`config.mk`:
```
export PLATFORM = sky130hd
export DESIGN_NAME = keypad_event_ctrl
export DESIGN_NICKNAME = d
export VERILOG_FILES = /design/src/rtl/keypad_event_ctrl.sv
export SDC_FILE = /design/constraint.sdc
export NUM_CORES = 1
export LEC_CHECK = 0
export CAP_MARGIN = 20
export CORE_MARGIN = 4
export CORE_UTILIZATION = 55
export DETAILED_ROUTE_END_ITERATION = 16
export GPL_ROUTABILITY_DRIVEN = 1
export PLACE_DENSITY = 0.77
export SYNTH_ARGS = -nofsm -noshare
export SYNTH_HDL_FRONTEND = slang
export SYNTH_SLANG_ARGS = --single-unit
```
`constraint.sdc`:
```
create_clock -name clk -period 17.3 [get_ports clk]
set_input_delay 2.595 -clock clk [delete_from_list [all_inputs] [get_ports clk]]
set_output_delay 2.595 -clock clk [all_outputs]
set_load 0.05 [all_outputs]
```
`src/rtl/keypad_event_ctrl.sv`:
```
// +----------------------------------------------------------------------------
// | keypad_event_ctrl : debounces a 16-key vector and queues one key code per
// | press into a 4-entry FIFO, with sticky overflow and multi-key flags.
// | Revision: 1.0
// +----------------------------------------------------------------------------
`default_nettype none

module keypad_event_ctrl #(
  parameter int unsigned DEB_CYCLES = 4
) (
  input  logic        clk,
  input  logic        rst_n,
  input  logic [15:0] key,
  input  logic        pop,
  input  logic        clr,
  output logic [3:0]  code,
  output logic        valid,
  output logic [2:0]  count,
  output logic        overflow,
  output logic        multi
);

  typedef enum logic [1:0] {
    IDLE         = 2'd0,
    WAIT_STABLE  = 2'd1,
    PRESSED      = 2'd2,
    WAIT_RELEASE = 2'd3
  } state_t;

  localparam logic [7:0] DEB_MAX = 8'(DEB_CYCLES);

  state_t      state;
  logic [15:0] key_q;
  logic [7:0]  stab_cnt;
  logic [3:0]  press_idx;
  logic [3:0]  mem [4];
  logic [1:0]  rd_ptr;
  logic [1:0]  wr_ptr;

  logic        stable;
  logic [4:0]  ones;
  logic [3:0]  enc_idx;
  logic        one_key;
  logic        chord;
  logic        push_en;
  logic        do_pop;
  logic        do_push;
  logic        full;

  assign stable = (stab_cnt == DEB_MAX);

  always_comb begin
    ones    = 5'd0;
    enc_idx = 4'd0;
    for (int i = 0; i < 16; i++) begin
      if (key_q[i]) begin
        ones    = ones + 5'd1;
        enc_idx = 4'(i);
      end
    end
  end

  assign one_key = (ones == 5'd1);
  assign chord   = (ones > 5'd1);
  assign push_en = (state == WAIT_STABLE) && stable && one_key;

  // Debounce: the counter measures how long key_q has matched the raw input.
  always_ff @(posedge clk or negedge rst_n) begin
    if (!rst_n) begin
      key_q    <= '0;
      stab_cnt <= '0;
    end else if (clr) begin
      key_q    <= '0;
      stab_cnt <= '0;
    end else begin
      key_q <= key;
      if (key != key_q)
        stab_cnt <= '0;
      else if (stab_cnt != DEB_MAX)
        stab_cnt <= stab_cnt + 8'd1;
    end
  end

  always_ff @(posedge clk or negedge rst_n) begin
    if (!rst_n) begin
      state     <= IDLE;
      press_idx <= '0;
      multi     <= 1'b0;
    end else if (clr) begin
      state     <= IDLE;
      press_idx <= '0;
      multi     <= 1'b0;
    end else begin
      case (state)
        IDLE: begin
          if (key_q != '0)
            state <= WAIT_STABLE;
        end
        WAIT_STABLE: begin
          if (key_q == '0) begin
            state <= IDLE;
          end else if (stable && one_key) begin
            press_idx <= enc_idx;
            state     <= PRESSED;
          end else if (stable && chord) begin
            multi <= 1'b1;
            state <= WAIT_RELEASE;
          end
        end
        PRESSED: begin
          // A brief bounce to zero and back to the same key is not a new press.
          if (stable && key_q == '0)
            state <= IDLE;
          else if (key_q != '0 && key_q != (16'h0001 << press_idx))
            state <= WAIT_RELEASE;
        end
        WAIT_RELEASE: begin
          if (stable && key_q == '0)
            state <= IDLE;
        end
        default: state <= IDLE;
      endcase
    end
  end

  assign full    = (count == 3'd4);
  assign do_pop  = pop && (count != 3'd0);
  assign do_push = push_en && (!full || do_pop);

  always_ff @(posedge clk or negedge rst_n) begin
    if (!rst_n) begin
      for (int i = 0; i < 4; i++) mem[i] <= '0;
      rd_ptr   <= '0;
      wr_ptr   <= '0;
      count    <= '0;
      overflow <= 1'b0;
    end else if (clr) begin
      for (int i = 0; i < 4; i++) mem[i] <= '0;
      rd_ptr   <= '0;
      wr_ptr   <= '0;
      count    <= '0;
      overflow <= 1'b0;
    end else begin
      if (do_push) begin
        mem[wr_ptr] <= enc_idx;
        wr_ptr      <= wr_ptr + 2'd1;
      end
      if (do_pop)
        rd_ptr <= rd_ptr + 2'd1;
      if (do_push && !do_pop)
        count <= count + 3'd1;
      else if (do_pop && !do_push)
        count <= count - 3'd1;
      if (push_en && full && !do_pop)
        overflow <= 1'b1;
    end
  end

  assign valid = (count != 3'd0);
  assign code  = valid ? mem[rd_ptr] : 4'd0;

endmodule

`default_nettype wire

```
==> results.py, run 1 <==
metrics = {
    "timing": {
        "rsz0062_at_grt": "no",
        "fin_skew_ns": 0.00739,
        "period_share_pct": 62.0,
        "fin_tns_setup_ns": 0,
        "setup_ws_ns": 6.57,
        "min_period_ns": 10.73,
        "finalHoldViolations": 0,
        "slew_viol_final": 0,
        "worst_pin_slew_ns": 0.770,
        "setup_viol": 0,
        "max_freq_mhz": 93.2,
        "relSlewSlack_pct": 48.2,
    },
    "placed_design": {
        "dp_hpwl_um": 8820,
        "io_buffers": 29,
        "gp_congestion": 0.848,
        "dp_slack_ns": 6.62,
    },
    "layout": {
        "layout.nets": 646,
        "drive_gt1_share_pct": 7.44,
        "ff_latch_area_um2": 1380,
        "final_cell_mix": "nand2_1 (62), nor2_1 (55), dfrtp_1 (55), xnor2_1 (42), a21oi_1 (31)",
        "nFillCells": 810,
        "antennaDiodeCount": 0,
        "multi_input_area_um2": 3510,
        "area_growth_pct": 7.22,
        "layout_commonest_cell": "nand2_1",
    },
    "synth": {
        "syn_inst": 602,
        "synthFlopType": "dfrtp_1",
        "syn_area_per_cell_um2": 8.55,
        "synth_edf_count": 0,
        "ys_seq_elements": 55,
        "async_reset_ff_share_pct": 100,
        "syn-num-nets": 644,
        "yosys_warnings": 0,
        "syn_area_um2": 5150,
        "synth_cell_type_count": 75,
        "yosysTopAreaCellShare_pct": 26.7,
        "synthTopCellsByArea": "dfrtp_1 (27%), xnor2_1 (7.1%), ha_1 (5.1%), nand2_1 (4.5%), mux2i_1 (4.5%)",
        "seq_area_frac_synth_pct": 26.7,
        "yosys.area.top_type": "dfrtp_1",
    },
    "setup_path": {
        "crit_top_cell": "ha_1",
        "crit_required_ns": 17.48,
        "critPathCaptureType": "flip-flop",
        "cp_slowest_cell": "dfrtp_1",
        "cp-start-kind": "flip-flop",
        "crit_type": "reg2reg",
        "critPathBufInv": 6,
        "worstPathArrival_ns": 10.91,
        "cpPeakStageDelay_ns": 0.46,
        "critical_path_peak_fanout": 6,
        "cpLargestDelayFamily": "adder cells",
    },
    "global_routing": {
        "grt_start_max_net_pins": 56,
        "grt_overflow_total": 0,
        "grt_pass1_vias": 4219,
        "grt_usage_pct": 22.0,
        "grt_pass1_wl_um": 20400,
        "grt_antenna_before_repair": 0,
    },
    "clocking": {
        "postCtsResizedCells": 0,
        "clock_path_buffers": 2,
        "ctsHoldBuffers": 0,
        "root_buffer": "clkbuf_8",
        "clock_latency_ns": 0.30,
        "cts_sinks": 55,
        "cts.clk_slew.worst_paths_ns": 0.10,
        "post_cts_buffers": 0,
        "htreeDepth": 2,
        "cts_buffers": 5,
        "cts_tree": "built",
    },
    "drt": {
        "route.detailed.wl_per_inst_um": 16.2,
        "drc": 0,
        "ant_nets": 0,
        "wl_um": 11600,
        "avgViaCountPerCell": 6.07,
        "vias": 4348,
        "dr.pass1.iters": 6,
        "drt_iter0_drc": 359,
    },
    "floorplan": {
        "dieArea_um2": 11000,
        "die_h_um": 105,
        "io_pins": 30,
        "core_area_um2": 9200,
        "start_util_pct": 56.0,
        "die_w_um": 105,
        "rows": 35,
    },
    "pwr": {
        "p_per_area_nw_per_um2": 74.1,
        "vdd_drop_max_mv": 0.0568,
        "leakage_nw": 2.34,
    },
    "flow_run": {
        "cap_viol_max_count": 0,
    },
    "status": {
        "outcome": "finished clean",
    },
    "hold_path": {
        "hold_class": "reg2reg",
    },
}
final timing paths:
| kind | slack [ns] | to | cells after the start | from |
|---|---|---|---|---|
| worst max-delay path | 6.57 | count[2] | 55 | key_q[1] |
| worst max register to register | 6.57 | count[2] | 55 | key_q[1] |
| worst min register to register | 0.50 | overflow | 2 | overflow |
| min in group asynchronous | 2.41 | stab_cnt[6] | 2 | rst_n |
| max in group asynchronous | 14.42 | key_q[11] | 2 | rst_n |
| worst min-delay path | 0.50 | overflow | 2 | overflow |
worst reg2reg max path: cells and delay by family (launching register included):
kind | cells | cell delay (ns)
buf+inv | 6 | 0.45
compound gates | 10 | 1.71
simple gates | 19 | 2.45
fa+ha+maj | 15 | 4.42
xor+xnor | 2 | 0.35
flops | 1 | 0.46
mux | 3 | 0.76
flip-flops by register name (all words and copies together) (netlist names):
signal and count:
key_q 16, mem 16, stab_cnt 8, press_idx 4, count 3, rd_ptr 2
state 2, wr_ptr 2, multi 1, overflow 1
synth_stat cells, types with 8 or more instances:
library cell	count
a21oi_1	31
and2_1	8
clkbuf_1	22
dfrtp_1	55
ha_1	21
inv_1	28
mux2i_1	23
nand2_1	62
nand3_1	23
nand4_1	14
nor2_1	55
nor2b_1	19
nor3_1	21
o21ai_0	16
o31ai_1	8
xnor2_1	42
xor2_1	16
area by class of cell:
type	instances	share of cell area, %
Clock buffer	5	1.25
Sequential cell	55	24.9
Multi-Input combinational cell	482	63.5
Tap cell	111	2.52
Clock inverter	3	0.340
Inverter	29	2.02
Timing Repair Buffer	31	5.44
stage by stage:
stage | total power [W] | utilization (%) | cell area [um^2] | hold slack (ns) | std cells
after floorplan | 0.000301 | - | 5150 | 0.506 | 602
final | 0.000409 | 60.0 | 5520 | 0.505 | 716
after global routing | 0.000444 | 60.0 | 5520 | 0.541 | 716
after CTS | 0.000412 | 60.0 | 5520 | 0.517 | 716
after global placement | 0.000330 | 59.1 | 5430 | 0.483 | 708
after detailed placement | 0.000339 | 59.1 | 5430 | 0.494 | 708
per-layer routing:
| metal | wire length [um] | vias up | global-route usage (%) |
|---|---|---|---|
| li1 | - | 2125 | - |
| met2 | 5800 | 98 | 38.4 |
| met3 | 370 | 14 | 2.35 |
| met4 | 127 | 0 | 3.37 |
| met1 | 5310 | 2111 | 30.3 |
| met5 | 0 | - | 0 |
power breakdown:
group / internal [W] / switching [W] / total (W)
Sequential: 0.000131 / 0.00000794 / 0.000138
Combinational: 0.0000906 / 0.000109 / 0.000199
Clock: 0.0000286 / 0.0000426 / 0.0000712
Total: 0.000250 / 0.000159 / 0.000409
logic make-up (layout without fill, tap and decap cells):
family / count (synthesis) / after routing / share of synthesized area (%)
AO/OA/AOI/OAI: 100 / 100 / 12.6
XOR/XNOR: 76 / 76 / 17.4
adder cells (fa/ha/maj): 22 / 22 / 5.49
buffers and inverters: 65 / 68 / 5.18
flip-flops: 55 / 55 / 26.7
multiplexers: 31 / 31 / 7.09
AND/OR/NAND/NOR: 253 / 253 / 25.6
No activity file was read; power rests on OpenSTA's default activity.
==> inputs of run 2 (changes only) <==
Settings changed: PLACE_DENSITY 0.77 to 0.8.
Clock period 17.3 ns to 8.7 ns, I/O delays scaled along.
==> results.py, run 2 (synthesis results as in run 1) <==
metrics = {
    "status": {
        "outcome": "complete, but fails checks",
        "violations": "setup timing",
    },
    "pwr": {
        "p_per_area_nw_per_um2": 175,
        "vdd_drop_max_mv": 0.0953,
        "total_power_w": 0.00116,
        "leakage_nw": 2.85,
    },
    "floorplan": {
        "rows": 35,
        "core_area_um2": 9200,
        "dieArea_um2": 11000,
        "io_pins": 30,
        "start_util_pct": 56.0,
        "die_w_um": 105,
        "die_h_um": 105,
    },
    "timing": {
        "finalHoldViolations": 0,
        "fin_skew_ns": 0.0134,
        "max_freq_mhz": 107,
        "worst_pin_slew_ns": 0.927,
        "fin_tns_setup_ns": -3.82,
        "setup_ws_ns": -0.669,
        "period_share_pct": 108,
        "min_period_ns": 9.37,
        "relSlewSlack_pct": 38.2,
        "rsz0062_at_grt": "yes",
        "setup_viol": 26,
        "slew_viol_final": 0,
    },
    "layout": {
        "largestRegisters": "key_q: 16 flops, mem: 16 flops, stab_cnt: 8 flops",
        "area_growth_pct": 28.5,
        "final_cell_mix": "buf_4 (83), dfrtp_1 (55), nand2_1 (51), nor2_1 (50), xnor2_1 (41)",
        "final_cells": 802,
        "drive_gt1_share_pct": 27.2,
        "ff_latch_area_um2": 1380,
        "antennaDiodeCount": 0,
        "multi_input_area_um2": 3930,
        "layout.nets": 732,
        "layout_commonest_cell": "buf_4",
        "nFillCells": 622,
        "final_core_util_pct": 71.9,
    },
    "hold_path": {
        "holdPathStages": 2,
        "hold_class": "reg2reg",
    },
    "setup_path": {
        "crit_top_cell": "ha_4",
        "worstPathArrival_ns": 9.57,
        "critPathCaptureType": "flip-flop",
        "crit_type": "reg2reg",
        "critical_path_peak_fanout": 3,
        "cp-start-kind": "flip-flop",
        "cp_slowest_cell": "dfrtp_1",
        "r2r_cells": 52,
        "crit_required_ns": 8.90,
        "cpPeakStageDelay_ns": 0.43,
    },
    "placed_design": {
        "io_buffers": 29,
        "dp_cells": 755,
        "dp_hpwl_um": 9580,
        "gp_congestion": 0.899,
        "dp_slack_ns": -0.679,
    },
    "global_routing": {
        "grt_pass1_vias": 4876,
        "grt_overflow_total": 0,
        "grt_pass1_wl_um": 23400,
        "grt_antenna_before_repair": 0,
        "grt_start_max_net_pins": 56,
        "grt_usage_pct": 25.6,
    },
    "drt": {
        "avgViaCountPerCell": 6.22,
        "dr.pass1.iters": 6,
        "route.detailed.wl_per_inst_um": 19.0,
        "drt_iter0_drc": 430,
        "ant_nets": 0,
        "drc": 0,
        "vias": 4988,
        "wl_um": 15200,
    },
    "flow_run": {
        "cap_viol_max_count": 0,
    },
    "clocking": {
        "cts_buffers": 5,
        "clock_latency_ns": 0.32,
        "cts.clk_slew.worst_paths_ns": 0.11,
        "clock_path_buffers": 2,
        "cts_tree": "built",
        "htreeDepth": 2,
        "cts_sinks": 55,
        "ctsHoldBuffers": 0,
        "root_buffer": "clkbuf_8",
    },
}
==> run 2: cell types whose count changed in the layout (fill, tap and decap cells not counted), sizes merged <==
| cell | delta |
|---|---|
| buf | +86 |
==> run 2: final timing paths <==
path / startpoint / endpoint / slack [ns]
hold / removal: overflow / overflow / 0.52
setup reg to reg: key_q[1] / count[2] / -0.67
max in group asynchronous: rst_n / key_q[11] / 7.10
setup / recovery: key_q[1] / count[2] / -0.67
min in group asynchronous: rst_n / stab_cnt[5] / 1.09
hold reg to reg: overflow / overflow / 0.52
==> run 2: power breakdown <==
part / switching, W / total, W / internal (W)
Combinational: 0.000355 / 0.000733 / 0.000378
Clock: 0.0000932 / 0.000150 / 0.0000571
Sequential: 0.0000158 / 0.000275 / 0.000260
Total: 0.000464 / 0.00116 / 0.000694
==> run 2: cell type report <==
cell class | instances | area share (%)
Inverter | 29 | 1.76
Timing Repair Buffer | 117 | 14.6
Clock buffer | 5 | 1.04
Multi-Input combinational cell | 482 | 59.4
Clock inverter | 3 | 0.284
Sequential cell | 55 | 20.8
Tap cell | 111 | 2.10
==> run 2: through the flow <==
step | hold WS (ns) | cell area [um^2]
2_1_floorplan | 0.506 | 5260
3_3_place_gp | 0.481 | 5900
3_5_place_dp | 0.505 | 5900
4_1_cts | 0.528 | 6350
5_1_grt | 0.565 | 6620
6_report | 0.516 | 6620
==> run 2: repair_timing <==
action | in CTS | in global routing
endpoints found under the setup margin | 26 | 29
pin swaps | 20 | 30
buffers inserted | 28 | 12
gates resized for setup | 27 | 35
==> run 2: worst max-delay path: cells and delay by family (launching register included) <==
kind,cells,cell delay [ns]
AO/OA/AOI/OAI,10,1.68
XOR/XNOR,4,0.90
adder cells (fa/ha/maj),12,3.10
buffers and inverters,7,0.57
flip-flops,1,0.43
multiplexers,2,0.54
AND/OR/NAND/NOR,17,2.05
==> run 2: per-layer routing <==
layer	wire, um	up-vias	global-route usage, %
li1	-	2286	-
met5	0	-	0
met3	733	61	2.78
met2	7680	213	43.8
met4	711	0	11.6
met1	6090	2428	32.6
